$ cat src/rtl/piso_pkg.sv
// Shared definitions for the parallel-in, serial-out shifter.
//   state_e : IDLE / SHIFT state encoding
//   cnt_w() : width of the bits-remaining counter for a given word width
package piso_pkg;

    typedef enum logic {
        ST_IDLE  = 1'b0,
        ST_SHIFT = 1'b1
    } state_e;

    // Counter width: clog2(width), never narrower than one bit.
    function automatic int unsigned cnt_w(input int unsigned width);
        return (width < 2) ? 1 : $clog2(width);
    endfunction

endpackage

$ cat src/rtl/piso_shifter.sv
// Parallel-in, serial-out shifter. Accepts a WIDTH-bit word on a valid/ready
// handshake and emits it one bit per enabled clock, back-to-back words
// streaming with no idle bit between them.
//   clk, rst   : clock, synchronous active-high reset
//   din_valid  : producer has a word on din
//   din        : parallel word, sampled only on the accept cycle
//   din_ready  : block can accept a word this cycle (combinational)
//   en         : serial advance enable; low holds the current bit
//   dout       : serial data bit (registered, 0 when not valid)
//   dout_valid : dout carries a valid bit (registered)
//   last       : current dout is the final bit of its word
//   busy       : a word is in flight (same as dout_valid)
module piso_shifter
    import piso_pkg::*;
#(
    parameter int unsigned WIDTH     = 4,
    parameter bit          MSB_FIRST = 1'b1
) (
    input  logic             clk,
    input  logic             rst,
    input  logic             din_valid,
    input  logic [WIDTH-1:0] din,
    output logic             din_ready,
    input  logic             en,
    output logic             dout,
    output logic             dout_valid,
    output logic             last,
    output logic             busy
);

    localparam int unsigned      CNT_W    = cnt_w(WIDTH);
    localparam logic [CNT_W-1:0] CNT_LOAD = CNT_W'(WIDTH - 1);

    state_e             state_q, state_d;
    logic [WIDTH-1:0]   shreg_q, shreg_d;
    logic [CNT_W-1:0]   cnt_q,   cnt_d;
    logic               dout_q,  dout_d;
    logic               valid_q, valid_d;
    logic               accept;

    // Bit that goes out first from a word in the shift register.
    function automatic logic head_bit(input logic [WIDTH-1:0] w);
        return MSB_FIRST ? w[WIDTH-1] : w[0];
    endfunction

    // Move the next bit into the head position.
    function automatic logic [WIDTH-1:0] advance(input logic [WIDTH-1:0] w);
        return MSB_FIRST ? {w[WIDTH-2:0], 1'b0} : {1'b0, w[WIDTH-1:1]};
    endfunction

    // Ready while idle, or when the final bit is being consumed this cycle.
    assign din_ready  = (state_q == ST_IDLE) ||
                        ((state_q == ST_SHIFT) && (cnt_q == '0) && en);
    assign accept     = din_valid && din_ready;

    assign dout       = dout_q;
    assign dout_valid = valid_q;
    assign last       = valid_q && (cnt_q == '0);
    assign busy       = valid_q;

    // State, shift register, counter and serial output registers.
    always_ff @(posedge clk) begin
        if (rst) begin
            state_q <= ST_IDLE;
            shreg_q <= '0;
            cnt_q   <= '0;
            dout_q  <= 1'b0;
            valid_q <= 1'b0;
        end else begin
            state_q <= state_d;
            shreg_q <= shreg_d;
            cnt_q   <= cnt_d;
            dout_q  <= dout_d;
            valid_q <= valid_d;
        end
    end

    // Next-state: load on accept, advance on en, drop to idle after the last bit.
    always_comb begin
        state_d = state_q;
        shreg_d = shreg_q;
        cnt_d   = cnt_q;
        dout_d  = dout_q;
        valid_d = valid_q;

        case (state_q)
            ST_IDLE: begin
                dout_d  = 1'b0;
                valid_d = 1'b0;
                if (accept) begin
                    state_d = ST_SHIFT;
                    shreg_d = din;
                    cnt_d   = CNT_LOAD;
                    dout_d  = head_bit(din);
                    valid_d = 1'b1;
                end
            end
            ST_SHIFT: begin
                if (en) begin
                    if (cnt_q != '0) begin
                        shreg_d = advance(shreg_q);
                        cnt_d   = cnt_q - CNT_W'(1);
                        dout_d  = head_bit(advance(shreg_q));
                    end else if (accept) begin
                        // Reload in the final-bit cycle so the stream has no gap.
                        shreg_d = din;
                        cnt_d   = CNT_LOAD;
                        dout_d  = head_bit(din);
                        valid_d = 1'b1;
                    end else begin
                        state_d = ST_IDLE;
                        shreg_d = '0;
                        cnt_d   = '0;
                        dout_d  = 1'b0;
                        valid_d = 1'b0;
                    end
                end
            end
        endcase
    end

endmodule

$ cat config.mk
export PLATFORM = sky130hd
export DESIGN_NAME = piso_shifter
export DESIGN_NICKNAME = d
export VERILOG_FILES = /design/src/rtl/piso_pkg.sv /design/src/rtl/piso_shifter.sv
export SDC_FILE = /design/constraint.sdc
export NUM_CORES = 1
export LEC_CHECK = 0
export ABC_AREA = 1
export CORE_AREA = 2 2 39 41
export DETAILED_ROUTE_END_ITERATION = 10
export DIE_AREA = 0 0 41 43
export PLACE_DENSITY_LB_ADDON = 0.15
export SYNTH_ARGS = -nofsm -noshare
export SYNTH_HDL_FRONTEND = slang
export SYNTH_SLANG_ARGS = --single-unit
$ cat constraint.sdc
create_clock -name clk -period 1.2 [get_ports clk]
set_clock_uncertainty 0.05 [all_clocks]
set_input_delay 0.36 -clock clk [delete_from_list [all_inputs] [get_ports clk]]
set_output_delay 0.36 -clock clk [all_outputs]
set_load 0.01 [all_outputs]
# [After elaboration in Yosys (flattened, before gate mapping)]
# Cells that the tools add are included.
[op_classes] addsub=1 multipliers=0 n_div=0 magnitude_cmp=0 n_eq_ne=3 shift=0 n_mux=21 bitwise=1 reduce_logical=9
[ops] op="3-bit two-way mux" count=4
[ops] op="1-bit two-way mux" count=8
[ops] op="2-bit two-way mux" count=4
[ops] op="2-bit != test (second input constant)" count=3
[ops] op="1-bit case mux with 2 select lines" count=3
[ops] op="3-bit case mux with 2 select lines" count=1
[ops] op="1-bit logical AND" count=4
[ops] op="2-bit case mux with 2 select lines" count=1
[ops] op="2-bit AND reduction" count=2
[ops] op="2-bit zero test" count=1
[ops] op="2-bit nonzero test" count=1
[ops] op="2-bit by 1-bit subtractor with 2-bit output (second input constant)" count=1
[ops] op="1-bit logical OR" count=1
[ops] op="1-bit NOT" count=1
[word_totals] regBits=8 latchBits=0 ramBits=0 mem_bits_ro=0 inputBits=8 output_inout_bits=5 word_cells=40 mem_count=0

# [Depth between registers and ports, before layout]
[depth] depth_word=9 depth_mapped=8

# [Worst setup path before layout]
# Ideal clock, no wire load.
[synth_timing] kind="reg2out" start="register valid_q, in the netlist busy" end="output port last" arrival_ns=0.700 required_ns=0.790 path_slack_ns=0.090 path_stages_with_launch=3 path_buffers=0 cell_sequence="dfxtp_1 -> inv_1 -> nor3_1"
[synth_via] elab_chain_len=1
[synth_lines] element="start: declaration" line="piso_shifter.sv:38" text="logic valid_q, valid_d;"
[synth_lines] element="start signal: assignment" line="piso_shifter.sv:74" text="valid_q <= valid_d;"
[synth_lines] element="1-bit logical AND" line="piso_shifter.sv:58" text="assign last = valid_q && (cnt_q == '0);"
[synth_lines] element="end: declaration" line="piso_shifter.sv:27" text="output logic last,"
# No other way between the ends.

# [Final worst setup path]
[layout_timing] start="register cnt_q[1]" end="output port din_ready"
[layout_via] elab_chain_len=4
[layout_lines] element="start: declaration" line="piso_shifter.sv:36" text="logic [CNT_W-1:0] cnt_q, cnt_d;"
[layout_lines] element="start signal: assignment" line="piso_shifter.sv:72" text="cnt_q <= cnt_d;"
[layout_lines] element="2-bit zero test" line="piso_shifter.sv:53" text="((state_q == ST_SHIFT) && (cnt_q == '0) && en);"
[layout_lines] element="1-bit logical AND (2 in a row)" line="piso_shifter.sv:53"
[layout_lines] element="1-bit logical OR" line="piso_shifter.sv:52" text="assign din_ready = (state_q == ST_IDLE) ||"
[layout_lines] element="end: declaration" line="piso_shifter.sv:23" text="output logic din_ready,"
# No other way between the ends.

==> metrics.md <==
| Metric | Value |
|---|---|
| Outcome | finished with violations |
| Failing checks | negative setup slack |
| Per-cell routed wire length | 8.50 um |
| Critical Path Source Type | flop |
| Static Leak | 0.329 nW |
| Worst EP required | 0.79 ns |
| Cell type with the largest total area after synthesis | dfxtp_1 |
| Avg Cell Area, Syn | 6.85 sq um |
| Sequential element share of the synthesized area | 39.6% |
| Worst EP arrival | 0.96 ns |
| Fmax achieved | 727 MHz |
| Worst-path clk slew | 0.06 ns |
| Die ar. | 0.00176 sq mm |
| Worst-margin pin slew | 0.194 ns |
| First-pass GRT wire length | 1370 um |
| Netlist cell types | 16 |
| Fin crit share | 115% |
| Share of layout cells above drive strength 1 | 40.2% |
| Clock Path Buffers | 2 |
| Hold slack | 0.415 ns |
| Crit Path Max Fanout | 3 |
| Synth area leaders | dfxtp_1, nand2_1, nand3_1 |
| # fillers | 142 |
| Vias in the first global route | 352 |
| Dpl hpwl | 649 um |
| Die W | 41 um |
| Global route overflow | 0 |
| GRT Util Overall | 12.0% |
| Post-CTS Hold Buffers | 0 |
| Commonest non-fill, non-tap cell in the layout | nand2_1 |
| Clock sink count | 8 |
| Final ANT Viol Nets | 0 |
| Netlist Area Pre-Place | 404 sq um |
| Setup Crit Path Kind | reg -> out |
| Die H | 43 um |
| Hold Crit Class | reg -> reg |
| MaxCap Viol Count | 0 |
| Area grow syn2layout | 60.4% |
| Final Worst Setup Slack | -0.175 ns |
| Setup TNS | -0.306 ns |
| CTS H-tree depth | 1 |
| Synthesized flop and latch total | 8 |
| Nets | 92 |
| Inserted Diodes | 0 |
| Fin. max-slew vios | 0 |
| Core Region | 0.00138 sq mm |
| Root Buffer | clkbuf_4 |
| I/O Pins | 13 |
| Starting DRT DRC Count | 4 |
| Vias per std cell | 4.17 |
| Antenna violations before repair | 0 |
| Slew Limit Headroom | 86.9% |
| TritonCTS Buffers | 3 |
| Worst-case reg-to-reg path depth | 6 |
| Mapped Nets | 67 |
| TritonCTS clock tree | built |
| CP Capture Type | output port |
| Total number of vias | 409 |
| Most frequent cells in the layout | nand2_1, inv_1, buf_4 |
| RSZ-0062 raised after global routing | yes |
| Routability cong. | 0.698 |
| Mapped Cells | 59 |
| VDD IR-drop max | 525 uV |
| Final setup vio count | 2 |
| Hold depth | 2 |
| DRC Markers | 0 |
| Reg2reg setup slack | 0.09 ns |
| Post-synth top area share | 39.6% |
| Largest net degree at the start of global routing | 7 |
| Rows | 14 |
| Minimum clock period after layout | 1.37 ns |
| Worst skew pair latency | 0.25 ns |
| Starting density of the core | 29.2% |
| Drt first pass iters | 4 |
| Port Buf Inserts | 12 |
| Post-Route WL | 833 um |
| Pwr dens | 1120 mW/mm^2 |
| YS warnings | 0 |
| Final hold violation count | 0 |
## what timing repair did
item / CTS / global route
pin swaps: 2 / 3
setup buffers: 1 / 0
setup endpoints to repair: 11 / 7
gates resized for setup: 31 / 5
## final timing paths
kind / from / end
max: cnt_q[1] / din_ready
max reg2reg: cnt_q[1] / shreg_q[1]
min: shreg_q[0] / shreg_q[0]
min reg2reg: shreg_q[0] / shreg_q[0]
## sequential cells by signal (all words and copies together) (netlist names)
signal,count
shreg_q,3
cnt_q,2
busy,1
dout,1
state_q,1
## routing by layer
layer	track usage, %	routed length (um)	vias up
met1	14.8	398	168
met2	15.3	376	10
met3	3.14	38	2
met4	12.0	19	0
met5	0	0	-
li1	-	-	229
## cells by family (layout without fill, tap and decap cells)
logic type | after synthesis | after routing | synth area share (%)
buffers and inverters | 12 | 35 | 12.1
AOI/OAI and AO/OA | 8 | 8 | 10.8
DFF | 8 | 8 | 39.6
and+or+nand+nor | 31 | 31 | 37.5
## Yosys cell counts
library cell,count
nand2_1,12
nor2_4,2
nor2_2,1
o21ai_1,3
buf_4,1
inv_1,8
a21oi_1,3
o21ai_0,1
nand3b_1,1
a21oi_2,1
dfxtp_1,8
nand2_2,2
nor2_1,6
nor3_1,1
inv_2,3
nand3_1,6
## through the flow
step / utilization (%) / total power (W) / setup WS, ns / area, sq um / std cells
after floorplan: - / 0.000407 / 0.0897 / 404 / 59
after global placement: 43.1 / 0.000506 / -0.848 / 597 / 94
after detailed placement: 43.1 / 0.000507 / -0.851 / 597 / 94
after CTS: 45.7 / 0.000737 / -0.196 / 632 / 98
after global routing: 46.8 / 0.000777 / -0.217 / 648 / 98
final: 46.8 / 0.000728 / -0.175 / 648 / 98
## worst max-delay path: stages (launching register included)
cell and delay, ns:
dfxtp_4 0.35, nor2_4 0.12, nor2_4 0.05, nor2_4 0.08, buf_6 0.10
## power by group
group          leakage [nW]  internal [W]  switching [W]
Clock                0.0138      0.000115      0.0000981
Combinational         0.247      0.000112      0.0000941
Sequential           0.0679      0.000290      0.0000192
Total                 0.329      0.000517       0.000211
## area by class of cell
type                            instances  area, sq um  share of cell area (%)
Multi-Input combinational cell         39          211                    32.6
Timing Repair Buffer                   21          183                    28.2
Sequential cell                         8          170                    26.3
Inverter                               11         41.3                    6.37
Clock buffer                            3         22.5                    3.47
Tap cell                               16         20.0                    3.09
No activity file was read; power rests on OpenSTA's default activity.
